$ cat config.mk
export PLATFORM = sky130hd
export DESIGN_NAME = config_monitor
export DESIGN_NICKNAME = d
export VERILOG_FILES = /design/src/rtl/config_monitor.sv
export SDC_FILE = /design/constraint.sdc
export NUM_CORES = 2
export LEC_CHECK = 0
export ABC_CLOCK_PERIOD_IN_PS = 29400
export BUFFER_PORTS_ARGS = -buffer_cell sky130_fd_sc_hd__buf_4
export CAP_MARGIN = 20
export CORE_AREA = 2 2 283 285
export CTS_BUF_LIST = sky130_fd_sc_hd__clkbuf_8 sky130_fd_sc_hd__clkbuf_16
export DETAILED_ROUTE_END_ITERATION = 8
export DIE_AREA = 0 0 285 287
export HOLD_SLACK_MARGIN = 0.06
export PLACE_DENSITY = 0.6
export SLEW_MARGIN = 20
export SYNTH_ARGS = -nofsm -noshare
export SYNTH_HDL_FRONTEND = slang
export SYNTH_SLANG_ARGS = --single-unit
$ cat constraint.sdc
create_clock -name i_clock -period 29.4 [get_ports i_clock]
set_input_delay 4.41 -clock i_clock [delete_from_list [all_inputs] [get_ports i_clock]]
set_output_delay 4.41 -clock i_clock [all_outputs]
set_load 0.01 [all_outputs]
$ cat src/rtl/config_monitor.sv
// config_monitor -- watches a one-hot frame-enable walk driven by a bitstream
// loader, accepts one frame per legal enable advance, folds the frame data
// into a running 32-bit checksum and flags protocol violations.
//
// Ports:
//   i_clock        sole clock, rising edge
//   i_rst          asynchronous active-high reset
//   i_clear        synchronous restart to IDLE (counters, checksum, flags)
//   i_configs_en   one-hot frame enable from the loader
//   i_configs_in   frame data from the loader
//   i_ff_en        fabric flip-flop enable from the loader
//   i_chk_expected golden checksum
//   o_frame_strobe one-cycle pulse per accepted frame (registered)
//   o_frame_cnt    frames accepted
//   o_checksum     running checksum
//   o_done         all frames accepted (level)
//   o_chk_ok       done and checksum matches golden
//   o_err          sticky protocol violation
//   o_err_code     first violation: 0 none, 1 bad enable, 2 ff_en early,
//                  3 enable activity after done
module config_monitor #(
  parameter int FRAME_W    = 384,
  parameter int NUM_FRAMES = 267,
  localparam int CW        = $clog2(NUM_FRAMES + 1)
) (
  input  logic                  i_clock,
  input  logic                  i_rst,
  input  logic                  i_clear,
  input  logic [NUM_FRAMES-1:0] i_configs_en,
  input  logic [FRAME_W-1:0]    i_configs_in,
  input  logic                  i_ff_en,
  input  logic [31:0]           i_chk_expected,
  output logic                  o_frame_strobe,
  output logic [CW-1:0]         o_frame_cnt,
  output logic [31:0]           o_checksum,
  output logic                  o_done,
  output logic                  o_chk_ok,
  output logic                  o_err,
  output logic [1:0]            o_err_code
);

  localparam int NW = FRAME_W / 32;
  localparam logic [NUM_FRAMES-1:0] EN_FIRST = NUM_FRAMES'(1);

  typedef enum logic [1:0] {S_IDLE, S_LOAD, S_DONE, S_ERROR} state_t;

  state_t                  r_state, w_state_n;
  logic [NUM_FRAMES-1:0]   r_en_q;
  logic [FRAME_W-1:0]      r_din_q;
  logic [CW-1:0]           r_cnt;
  logic [31:0]             r_cs;
  logic                    r_strobe;
  logic [1:0]              r_code;

  logic                    w_adv, w_legal, w_accept, w_set_err, w_en_zero;
  logic [1:0]              w_code;
  logic [31:0]             w_fold;

  // Delayed copies: an advance is seen when the live enable differs from the
  // previous cycle's, and the frame belongs to the data held under the old one.
  always_ff @(posedge i_clock or posedge i_rst) begin
    if (i_rst) begin
      r_en_q  <= EN_FIRST;
      r_din_q <= '0;
    end else begin
      r_en_q  <= i_configs_en;
      r_din_q <= i_configs_in;
    end
  end

  assign w_adv     = (i_configs_en != r_en_q);
  // Shift out of the MSB yields zero, which marks the last frame.
  assign w_legal   = (i_configs_en == (r_en_q << 1));
  assign w_en_zero = (i_configs_en == '0);

  always_comb begin
    w_fold = '0;
    for (int i = 0; i < NW; i++) w_fold = w_fold ^ r_din_q[i*32 +: 32];
  end

  always_comb begin
    w_state_n = r_state;
    w_accept  = 1'b0;
    w_set_err = 1'b0;
    w_code    = 2'd0;
    case (r_state)
      S_IDLE, S_LOAD: begin
        if (i_ff_en) begin
          w_set_err = 1'b1;
          w_code    = 2'd2;
        end else if (w_adv && w_legal) begin
          w_accept  = 1'b1;
          w_state_n = w_en_zero ? S_DONE : S_LOAD;
        end else if (r_state == S_LOAD ? w_adv : (i_configs_en != EN_FIRST)) begin
          w_set_err = 1'b1;
          w_code    = 2'd1;
        end
      end
      S_DONE: begin
        if (!w_en_zero) begin
          w_set_err = 1'b1;
          w_code    = 2'd3;
        end
      end
      default: ;
    endcase
    if (w_set_err) w_state_n = S_ERROR;
  end

  always_ff @(posedge i_clock or posedge i_rst) begin
    if (i_rst) begin
      r_state  <= S_IDLE;
      r_cnt    <= '0;
      r_cs     <= '0;
      r_strobe <= 1'b0;
      r_code   <= 2'd0;
    end else if (i_clear) begin
      // Clear wins over a same-cycle advance; that frame is dropped.
      r_state  <= S_IDLE;
      r_cnt    <= '0;
      r_cs     <= '0;
      r_strobe <= 1'b0;
      r_code   <= 2'd0;
    end else begin
      r_state  <= w_state_n;
      r_strobe <= w_accept;
      if (w_accept) begin
        r_cnt <= r_cnt + CW'(1);
        r_cs  <= {r_cs[30:0], r_cs[31]} ^ w_fold;
      end
      // ERROR is terminal, so the first code recorded is never overwritten.
      if (w_set_err) r_code <= w_code;
    end
  end

  assign o_frame_strobe = r_strobe;
  assign o_frame_cnt    = r_cnt;
  assign o_checksum     = r_cs;
  assign o_done         = (r_state == S_DONE);
  assign o_chk_ok       = o_done && (r_cs == i_chk_expected);
  assign o_err          = (r_state == S_ERROR);
  assign o_err_code     = r_code;

endmodule

==> results.cfg <==
[routing]
wl_um = 154000
drcViolationCount = 0
vias = 21700
drtAntennaViolNets = 0
drt-initial-drc-count = 2110
viasPerCell = 5.25
drt_first_pass_iters = 9
wl_per_cell_um = 37.2

[cells_and_area]
area_growth_pct = 33.2
regArea_mm2 = 0.0174
final_nets = 3712
drive_above_1_share = 0.285
fill_cells = 7070
fin_util = 0.492
multi_input_area_mm2 = 0.0113

[timing]
drv_slew = 0
hold_viol = 0
finalCriticalPeriod_ps = 10840
slew_headroom = 0.206
tns_ps = 0
setup_violations = 0
max_freq_mhz = 92.3
skew_ps = 40.2
rsz0062_at_grt = no
worstMarginPinSlew_ps = 1180
fin_crit_sh = 0.369

[worst_setup_path]
worstPathArrival_ps = 6430
crit_type = primary input to primary output
cp_max_fo = 1
reg2reg_slack_ps = 24550
start_kind = primary input
crit_path_end_kind = primary output
r2r_end = o_frame_cnt[7]$_DFFE_PP0P_
rr_worst_depth = 10
required_ps = 24990
r2r-start = r_en_q[50]$_DFF_PP0_

[pwr]
power.density_mw_per_mm2 = 63.4
finalPower_w = 0.00245
leakagePower_nw = 16.9
vdd.ir_drop.worst_mv = 0.0476

[logic_synthesis]
ys_seq_area_frac = 0.601
syn-num-nets = 2898
synth_area_leaders = dfrtp_1 (60%), xnor2_1 (16%), xor2_1 (9.1%)
synth_flop_cell = dfrtp_1
synth_cell_types = 39
yosysTopAreaCell = dfrtp_1
yosysMostFrequentCell = dfrtp_1
synth_top_area_share = 0.600
yosysWarnings = 0
synth_commonest_cells = dfrtp_1 (696), xnor2_1 (524), xor2_1 (301)
synth_seq_cells = 697
synth_edf_count = 0
syn_area_mm2 = 0.0290
synthArstFlopShare = 1.00
syn_inst = 2210
syn_area_per_cell_um2 = 13.1

[global_route]
grt_pass1_wl_um = 203000
grt_pass1_vias = 23200
antenna_found_initial = 19
grt_max_degree = 169
grt_usage = 0.373
globalRouteOverflowTotal = 0

[min_path]
holdPathStages = 2
hold_path.class = register to register
hp-start = o_err_code[1]$_DFFE_PP0P_
min_to = o_err_code[1]$_DFFE_PP0P_

[clocking]
cts_hold_buffers = 0
root_buffer = clkbuf_16
cts.clk_slew.worst_paths_ps = 60
post_cts_resized = 0
cts_buffer_depth = 3
cts_buffers = 80
post-cts-setup-buffer-count = 0
h-tree-depth = 3
clock_sinks = 697
worstSkewPairLatency_ps = 670
cts_tree = built

[die]
fp.dieW_um = 285
ios = 734
coreArea_mm2 = 0.0786
die_area_mm2 = 0.0818
die_y_um = 287
row_count = 103
initial_utilization = 0.369

[placement]
dp_hpwl_um = 131000
portBuffers = 733
gp_congestion = 1.06

[outcome]
status = completed

[run]
drv_cap = 0
## through the flow
step | cell area [µm²] | std cells | setup slack [ps] | hold slack (ps)
3_5_place_dp | 35900 | 3992 | 18470 | 554
3_3_place_gp | 35900 | 3992 | 18350 | 531
2_1_floorplan | 29000 | 2210 | 5450 | 562
5_1_grt | 38700 | 4142 | 18460 | 571
4_1_cts | 38600 | 4138 | 18470 | 562
6_report | 38700 | 4142 | 18560 | 559
## layer usage
| layer | GRT usage | share of wire | up-vias |
|---|---|---|---|
| met5 | 0 | 0.00064 | - |
| met4 | 0.235 | 0.075 | 16 |
| met3 | 0.0881 | 0.075 | 345 |
| met2 | 0.610 | 0.47 | 1212 |
| met1 | 0.445 | 0.38 | 11100 |
| li1 | - | - | 9109 |
## critical path: stages
cell and delay [ps]:
buf_4 110, xnor2_1 480, nand4_1 240, nor4_1 380, nand4_1 230, nor4_1 350
buf_4 220
## flip-flops by register name, indices dropped and copies added (netlist names)
register        flops
r_din_q           384
r_en_q            267
o_checksum         32
o_frame_cnt         9
o_err_code          2
r_state             2
o_frame_strobe      1
## how the worst max path moves through the flow
| stage | from | endpoint | slack [ps] | cells after the start |
|---|---|---|---|---|
| after floorplan | i_rst | o_checksum[0]$_DFFE_PP0P_ | 5450 | 1 |
| final | i_chk_expected[11] | o_chk_ok | 18560 | 7 |
| after global placement | i_chk_expected[11] | o_chk_ok | 18350 | 7 |
| after detailed placement | i_chk_expected[11] | o_chk_ok | 18470 | 7 |
| after CTS | i_chk_expected[11] | o_chk_ok | 18470 | 7 |
| after global routing | i_chk_expected[11] | o_chk_ok | 18460 | 7 |
## kinds of logic (layout without fill, tap and decap cells)
kind of cell | after synthesis | after routing | synth area share
AOI/OAI and AO/OA | 94 | 94 | 0.0281
adders and majority gates | 1 | 1 | 0.000431
DFF | 697 | 697 | 0.601
other | 0 | 4 | 0
and+or+nand+nor | 475 | 475 | 0.0975
xor gates and xnor gates | 825 | 825 | 0.249
buffers and inverters | 81 | 959 | 0.0111
muxes | 37 | 37 | 0.0129
## cell type report
class | count | area share
Clock buffer | 101 | 0.0593
Multi-Input combinational cell | 1432 | 0.292
Tap cell | 1050 | 0.0340
Inverter | 71 | 0.00709
Antenna cell | 4 | 0.000259
Clock inverter | 45 | 0.0120
Timing Repair Buffer | 742 | 0.144
Sequential cell | 697 | 0.451
## power breakdown
group / switching (W) / total (W) / internal, W
Combinational: 0.000212 / 0.000379 / 0.000167
Sequential: 0.0000387 / 0.00104 / 0.00101
Clock: 0.000434 / 0.00103 / 0.000592
## placed cells by master, fill, tap and decap left out, types with 3 or more instances in the layout
| cell type | n |
|---|---|
| o2111ai_1 | 15 |
| nor4_2 | 5 |
| a2111oi_0 | 9 |
| a22o_1 | 3 |
| clkinv_2 | 11 |
| clkinvlp_4 | 4 |
| a2111o_1 | 23 |
| nand4_1 | 89 |
| and4_1 | 3 |
| bufinv_16 | 4 |
| inv_1 | 89 |
| mux2i_1 | 33 |
| nor2_1 | 51 |
| xor2_1 | 301 |
| nor4_1 | 152 |
| nand3_1 | 6 |
| clkbuf_8 | 21 |
| clkbuf_16 | 80 |
| a21oi_1 | 3 |
| o221ai_1 | 4 |
| nor2b_1 | 97 |
| o22ai_1 | 23 |
| buf_4 | 740 |
| diode_2 | 4 |
| nor3_1 | 6 |
| nand2_1 | 9 |
| and2_1 | 4 |
| dfrtp_1 | 696 |
| mux2_1 | 4 |
| nand2b_1 | 48 |
| and3_1 | 3 |
| clkinv_16 | 6 |
| xnor2_1 | 524 |
Note: power is estimated with default switching activity, not from simulation.
